==> config.mk <==
export PLATFORM = sky130hd
export DESIGN_NAME = ps2_host_tx
export DESIGN_NICKNAME = d
export VERILOG_FILES = /design/src/rtl/ps2_host_tx.sv
export SDC_FILE = /design/constraint.sdc
export NUM_CORES = 1
export LEC_CHECK = 0
export ABC_AREA = 1
export CAP_MARGIN = 5
export CELL_PAD_IN_SITES_DETAIL_PLACEMENT = 0
export CELL_PAD_IN_SITES_GLOBAL_PLACEMENT = 2
export CORE_MARGIN = 1
export CORE_UTILIZATION = 32
export CTS_BUF_LIST = sky130_fd_sc_hd__clkbuf_2
export DETAILED_ROUTE_END_ITERATION = 6
export GPL_ROUTABILITY_DRIVEN = 0
export HOLD_SLACK_MARGIN = 0.06
export PLACE_DENSITY_LB_ADDON = 0.1
export SKIP_CTS_REPAIR_TIMING = 1
export SYNTH_ARGS = -nofsm -noshare
export SYNTH_HDL_FRONTEND = slang
export SYNTH_SLANG_ARGS = --single-unit
==> constraint.sdc <==
create_clock -name CLOCK -period 1.6 [get_ports CLOCK]
set_input_delay 0.24 -clock CLOCK [delete_from_list [all_inputs] [get_ports CLOCK]]
set_output_delay 0.24 -clock CLOCK [all_outputs]
set_load 0.03 [all_outputs]
==> src/rtl/ps2_host_tx.sv <==
// PS/2 host-to-device transmitter: inhibits the bus, issues a start bit, then shifts a byte
// out on device clock falls and checks the device ACK. Both pins are driven open-drain via OEs.
//   state     | meaning
//   IDLE      | lines released, waiting for tx_start
//   INHIBIT   | clock held low for CLK_INHIBIT cycles
//   REQ       | start bit driven, clock released
//   SEND      | data/parity/stop presented on device clock falls
//   ACK       | waiting for the device ACK fall
//   WAIT_IDLE | waiting for both lines to return high
module ps2_host_tx #(
    parameter int CLK_INHIBIT = 1200,
    parameter int TIMEOUT     = 24000
) (
    input  logic       CLOCK,
    input  logic       RESET_L,
    input  logic [7:0] tx_data,
    input  logic       tx_start,
    input  logic       PS2_CLK_IN,
    input  logic       PS2_DATA_IN,
    output logic       PS2_CLK_OE,
    output logic       PS2_DATA_OE,
    output logic       busy,
    output logic       done,
    output logic       error
);
    localparam int CNT_W = 15;
    localparam logic [CNT_W-1:0] INHIBIT_LAST = CNT_W'(CLK_INHIBIT - 1);
    localparam logic [CNT_W-1:0] TIMEOUT_LAST = CNT_W'(TIMEOUT - 1);

    typedef enum logic [2:0] {IDLE, INHIBIT, REQ, SEND, ACK, WAIT_IDLE} state_t;

    state_t           state, state_nxt;
    logic [CNT_W-1:0] cnt, cnt_nxt;
    logic [3:0]       bitcnt, bitcnt_nxt;
    logic [9:0]       shift, shift_nxt;
    logic             clk_oe_nxt, data_oe_nxt, busy_nxt, done_nxt, error_nxt;
    logic             ck_m, ck_s, ck_s_prev, dt_m, dt_s;
    logic             fall, timed_out;

    // Synchronisers reset to the idle-high bus level so reset never fabricates a fall.
    always_ff @(posedge CLOCK or negedge RESET_L) begin
        if (!RESET_L) begin
            ck_m      <= 1'b1;
            ck_s      <= 1'b1;
            ck_s_prev <= 1'b1;
            dt_m      <= 1'b1;
            dt_s      <= 1'b1;
        end else begin
            ck_m      <= PS2_CLK_IN;
            ck_s      <= ck_m;
            ck_s_prev <= ck_s;
            dt_m      <= PS2_DATA_IN;
            dt_s      <= dt_m;
        end
    end

    assign fall      = ck_s_prev & ~ck_s;
    assign timed_out = (cnt == TIMEOUT_LAST);

    always_ff @(posedge CLOCK or negedge RESET_L) begin
        if (!RESET_L) begin
            state       <= IDLE;
            cnt         <= '0;
            bitcnt      <= '0;
            shift       <= '0;
            PS2_CLK_OE  <= 1'b0;
            PS2_DATA_OE <= 1'b0;
            busy        <= 1'b0;
            done        <= 1'b0;
            error       <= 1'b0;
        end else begin
            state       <= state_nxt;
            cnt         <= cnt_nxt;
            bitcnt      <= bitcnt_nxt;
            shift       <= shift_nxt;
            PS2_CLK_OE  <= clk_oe_nxt;
            PS2_DATA_OE <= data_oe_nxt;
            busy        <= busy_nxt;
            done        <= done_nxt;
            error       <= error_nxt;
        end
    end

    always_comb begin
        state_nxt   = state;
        cnt_nxt     = cnt;
        bitcnt_nxt  = bitcnt;
        shift_nxt   = shift;
        clk_oe_nxt  = PS2_CLK_OE;
        data_oe_nxt = PS2_DATA_OE;
        busy_nxt    = busy;
        done_nxt    = 1'b0;
        error_nxt   = 1'b0;

        case (state)
            IDLE: begin
                clk_oe_nxt  = 1'b0;
                data_oe_nxt = 1'b0;
                if (tx_start) begin
                    shift_nxt  = {1'b1, ~^tx_data, tx_data};
                    busy_nxt   = 1'b1;
                    clk_oe_nxt = 1'b1;
                    cnt_nxt    = '0;
                    state_nxt  = INHIBIT;
                end
            end
            INHIBIT: begin
                cnt_nxt = cnt + 1'b1;
                if (cnt == INHIBIT_LAST) begin
                    data_oe_nxt = 1'b1;
                    state_nxt   = REQ;
                end
            end
            REQ: begin
                clk_oe_nxt = 1'b0;
                cnt_nxt    = '0;
                bitcnt_nxt = '0;
                state_nxt  = SEND;
            end
            SEND, ACK, WAIT_IDLE: begin
                if (state == WAIT_IDLE && ck_s && dt_s) begin
                    done_nxt  = 1'b1;
                    busy_nxt  = 1'b0;
                    cnt_nxt   = '0;
                    state_nxt = IDLE;
                end else if (fall) begin
                    cnt_nxt = '0;
                    if (state == SEND) begin
                        data_oe_nxt = ~shift[0];
                        shift_nxt   = {1'b0, shift[9:1]};
                        bitcnt_nxt  = bitcnt + 1'b1;
                        if (bitcnt == 4'd9)
                            state_nxt = ACK;
                    end else if (state == ACK) begin
                        if (!dt_s) begin
                            state_nxt = WAIT_IDLE;
                        end else begin
                            error_nxt   = 1'b1;
                            busy_nxt    = 1'b0;
                            clk_oe_nxt  = 1'b0;
                            data_oe_nxt = 1'b0;
                            state_nxt   = IDLE;
                        end
                    end
                end else if (timed_out) begin
                    error_nxt   = 1'b1;
                    busy_nxt    = 1'b0;
                    clk_oe_nxt  = 1'b0;
                    data_oe_nxt = 1'b0;
                    cnt_nxt     = '0;
                    state_nxt   = IDLE;
                end else begin
                    cnt_nxt = cnt + 1'b1;
                end
            end
            default: state_nxt = IDLE;
        endcase
    end
endmodule
# Yosys cells after proc, flatten, opt, wreduce, memory -nomap -nowiden
# Cells that the tools add are included.
[totals]
ff_bits = 42
input_bits = 13
output_inout_bits = 5
word_cells = 110
[classes]
add_sub_neg = 2
eq_ne = 25
n_mux = 49
bitwise_logic = 3
n_reduce_logical = 17
[op_table]
columns = ["operator", "n"]
rows = [
  ["$mux 15", 4],
  ["$pmux 15 s4", 1],
  ["$mux 10", 4],
  ["$mux 3", 9],
  ["$ne 4x4->1 const B", 6],
  ["$mux 1", 22],
  ["$pmux 10 s2", 1],
  ["$reduce_and 6->1", 3],
  ["$add 15x1->15 const B", 1],
  ["$eq 15x11->1 const B", 1],
  ["$eq 15x15->1 const B", 1],
  ["$mux 4", 3],
  ["$ne 3x3->1 const B", 4],
  ["$pmux 3 s4", 1],
  ["$ne 2x2->1 const B", 5],
  ["$ne 5x5->1 const B", 2],
  ["$reduce_and 5->1", 2],
  ["$pmux 4 s2", 1],
  ["$reduce_xnor 8->1", 1],
  ["$eq 3x2->1 const B", 2],
  ["$eq 3x3->1 const B", 2],
  ["$pmux 1 s3", 2],
  ["$reduce_bool 3->1", 2],
  ["$add 4x1->4 const B", 1],
  ["12 further kinds", 15],
]

# Longest topological paths before layout
# Gate-level depths: netlist of run 1.
[logic_depth]
depth_word = 6
depth_mapped = 12

# Worst setup path before layout of run 1
# Ideal clock, no wire load.
[synth_path]
path_type = "flip-flop to flip-flop"
start = "reg cnt[0]"
end = "reg cnt[10]"
setup_ns = 0.113
arrival_time_ns = 1.406
slack_ns = 0.082
path_stages_with_launch = 10
path_buffers = 1
cell_sequence = "dfrtp_1 > ha_1 > nand3_2 > nor2_2 > nand3_2 > nand3_4 > nand3_2 > buf_6 > nand2_1 > inv_1"
[synth_via]
elab_chain_cells = 5
[synth_lines]
columns = ["item", "line_no", "text"]
rows = [
  ["from (decl)", "33", "logic [CNT_W-1:0] cnt, cnt_nxt;"],
  ["from (signal assigned)", "73", "cnt <= cnt_nxt;"],
  ["$add 15x1->15 / $eq 15x15->1 (equally long branches)", "108, 153, 58", ""],
  ["$mux 15", "145", "end else if (timed_out) begin"],
  ["$mux 15", "126", "end else if (fall) begin"],
  ["$mux 15", "121", "if (state == WAIT_IDLE && ck_s && dt_s) begin"],
  ["$pmux 15 s4 *", "95", "case (state)"],
]
# Every way passes the cells marked *; elsewhere a longest branch is shown, timed or not.
# A chain may end at the register's enable or synchronous reset.

# Worst setup path after layout of run 1
[layout_path]
start = "reg state[2]"
end = "reg bitcnt[1]"
[layout_via]
elab_chain_cells = 5
[layout_lines]
columns = ["item", "line_no", "text"]
rows = [
  ["from (decl)", "32", "state_t state, state_nxt;"],
  ["from (signal assigned)", "72", "state <= state_nxt;"],
  ["$eq 3x3->1", "95, 121", ""],
  ["$logic_and 1x1->1 (2 in a row)", "121", ""],
  ["$ne 2x2->1 (no line)", "n/a", ""],
  ["$reduce_and 4->1 (no line)", "n/a", ""],
  ["to (signal assigned)", "74", "bitcnt <= bitcnt_nxt;"],
  ["to (decl)", "34", "logic [3:0] bitcnt, bitcnt_nxt;"],
]
# Parallel ways exist; a longest one is shown, timed or not.

==> results of run 1 <==
[synthesized netlist by cell type, types with 4 or more instances]
| cell | instances | share of area [%] |
|---|---|---|
| a21oi_1 | 5 | 0.89 |
| buf_6 | 8 | 3.2 |
| dfrtp_1 | 37 | 33 |
| dfstp_2 | 5 | 4.7 |
| ha_1 | 6 | 2.7 |
| inv_1 | 53 | 7.1 |
| inv_2 | 6 | 0.80 |
| nand2_1 | 132 | 18 |
| nand2_2 | 10 | 2.2 |
| nand3_1 | 23 | 4.1 |
| nand3_4 | 4 | 2.5 |
| nand4_1 | 6 | 1.3 |
| nor2_1 | 35 | 4.7 |
| nor2_4 | 4 | 1.6 |
| o21ai_0 | 16 | 2.8 |
| o21ai_1 | 9 | 1.6 |
| or2_2 | 8 | 1.8 |
| xnor2_1 | 5 | 1.6 |
| xor2_1 | 8 | 2.5 |
[flip-flops by register name (all words and copies together), names as in the netlist, 3 cells and up]
signal,cells
shift,10
bitcnt,4
cnt,15
state,3
[worst max-delay path, cell delays in order, from the launching register on]
cell and delay, ns:
dfrtp_2 0.54, buf_6 0.15, nand3_4 0.09, nand3_4 0.13, nand2_4 0.11, clkinv_4 0.07, buf_12 0.12, nor2_4 0.16
nand3b_1 0.09, o21ai_0 0.08
[how the worst max path moves through the flow]
stage / slack, ns / cells after the start / to / start
detailed placement: -0.09 / 10 / cnt[7] / tx_start
global route: -0.12 / 9 / bitcnt[1] / state[2]
CTS: -0.19 / 1 / busy / busy
global placement: -0.08 / 9 / state[1] / state[0]
floorplan: 0.08 / 9 / cnt[10] / cnt[0]
finish: -0.05 / 9 / bitcnt[1] / state[2]
[per-layer routing]
layer,global-route usage [%],up-vias
met2,26.9,28
met3,2.45,9
met5,0,-
met1,20.5,1169
li1,-,1360
met4,4.60,0
[cell families after synthesis]
group           share of synthesized area [%]
simple gates                             38.4
buf+inv                                  11.7
flops                                    37.6
fa+ha+maj                                2.67
xor+xnor                                 4.05
compound gates                           5.61
[power by group]
group	switching (mW)	total [mW]	internal (mW)	leakage [nW]
Clock	0.386	0.801	0.415	0.0506
Combinational	2.18	4.09	1.91	1.50
Sequential	0.220	1.56	1.34	0.536
[per-stage QoR]
| step | power (mW) | TNS [ns] | cells | hold slack [ns] |
|---|---|---|---|---|
| after floorplan | 3.55 | 0 | 394 | -0.0556 |
| after global placement | 4.73 | -0.862 | 559 | 0.248 |
| after detailed placement | 4.73 | -0.693 | 559 | 0.257 |
| after CTS | 5.56 | -2.61 | 567 | -0.269 |
| after global routing | 6.93 | -1.67 | 574 | 0.162 |
| final | 6.45 | -0.256 | 574 | 0.212 |
[cell type report]
| class | instances | area [sq um] | area share (%) |
|---|---|---|---|
| Clock buffer | 5 | 25.0 | 0.641 |
| Clock inverter | 3 | 63.8 | 1.63 |
| Inverter | 60 | 235 | 6.02 |
| Multi-Input combinational cell | 282 | 1680 | 42.9 |
| Sequential cell | 42 | 1060 | 27.2 |
| Tap cell | 105 | 131 | 3.36 |
| Timing Repair Buffer | 77 | 714 | 18.3 |
==> flow_metrics.py, run 1 <==
metrics = {
    "status": {
        "status": "complete, but fails checks",
        "violations": "setup timing",
    },
    "routing": {
        "ant_nets": 0,
        "route.met2.wl_microns": 3310,
        "viasPerCell": 4.47,
        "dr.pass1.iters": 4,
        "met3_length_microns": 180,
        "routed.top_layer": "met4",
        "num_vias": 2566,
        "met1_length_microns": 3210,
        "route.detailed.drc": 0,
        "wire_per_inst_microns": 11.8,
        "drt_iter0_drc": 70,
        "routed_wl_microns": 6800,
    },
    "critical_path": {
        "regToRegEndpoint": "bitcnt[1]",
        "worst-r2r-cell-count": 9,
        "reg2reg_slack_ns": -0.05,
        "worstSetupPathType": "reg2reg",
        "worstPathRequired_ns": 1.92,
        "critPathCaptureType": "register",
        "critPathMaxFanout": 8,
        "critPathLaunchType": "register",
        "r2r-start": "state[2]",
        "worstPathArrival_ns": 1.97,
    },
    "floorplanning": {
        "initial_core_util_pct": 33.7,
        "die_w_microns": 95.7,
        "design.core.area_sq_um": 8340,
        "fp.dieH_microns": 95.7,
        "num_rows": 33,
        "dieArea_sq_um": 9160,
        "io_pins": 18,
    },
    "pwr": {
        "p_per_area_nw_per_um2": 1650,
        "p_leak_nw": 2.09,
        "ir_drop_uv": 581,
    },
    "global_routing": {
        "grt_overflow": 0,
        "grt_pass1_vias": 2454,
        "grt_pass1_wl_microns": 11000,
        "antenna_found_initial": 0,
        "grt_use_total_pct": 15.7,
        "grt_start_max_net_pins": 23,
    },
    "synthesis": {
        "syn_avg_cell_area_sq_um": 7.13,
        "yosysSeqAreaShare_pct": 37.6,
        "synth_nets": 413,
        "ys_ff_latch": 42,
        "syn_area_sq_um": 2810,
        "yosysUniqueCellTypes": 26,
        "synth_edf_count": 0,
        "ys.flop_type": "dfrtp_1",
        "synthCells": 394,
        "async_reset_ff_share_pct": 100,
        "synth-warning-count": 0,
    },
    "sta": {
        "fmax_mhz": 605,
        "tightest_slew_ns": 0.535,
        "rsz0062_at_grt": "true",
        "finalCritPeriodShare_pct": 103,
        "fin_crit_ns": 1.65,
        "hold_viol_final": 0,
        "slew_viol_final": 0,
        "fin_skew_ns": 0.0467,
        "slew_headroom_pct": 64.3,
        "layout_setup_ws_ns": -0.0531,
        "setup_viol": 13,
    },
    "placed_design": {
        "dp_hpwl_microns": 5150,
        "placed_area_sq_um": 3440,
        "place_ws_ns": -0.0857,
        "io_buffers": 17,
    },
    "cells_and_area": {
        "syn2layout_area_growth_pct": 39.0,
        "fillerInstances": 868,
        "final_common_cell": "nand2_1",
        "final_cell_area_sq_um": 3910,
        "final_cell_mix": "nand2_1 (113), buf_4 (47), inv_1 (45), dfrtp_1 (34), nor2_1 (26)",
        "antenna_cells": 0,
        "final_core_util_pct": 46.8,
        "nets": 487,
        "drive_gt1_share_pct": 36.5,
    },
    "clock_tree": {
        "insertion_delay_ns": 0.42,
        "cts_tree": "built",
        "clock_sinks": 42,
        "cts_max_level": 2,
        "cts_root_buf": "clkbuf_2",
        "path_clk_slew_ns": 0.26,
        "numCtsBuffers": 5,
        "cts_max_path_buffers": 2,
    },
    "run": {
        "max_cap_violations": 0,
    },
    "hold_path": {
        "hp-start": "PS2_DATA_IN",
        "worstHoldPathCells": 1,
        "hold_path.class": "in2reg",
        "hold_path_end": "dt_m",
    },
}
Power figures use the tool's default switching activity.
==> inputs of run 2 (changes only) <==
- CTS_CLUSTER_SIZE: unset -> 10
==> results of run 2 <==
No change in the layout: final DEF, timing and power equal those of run 1.
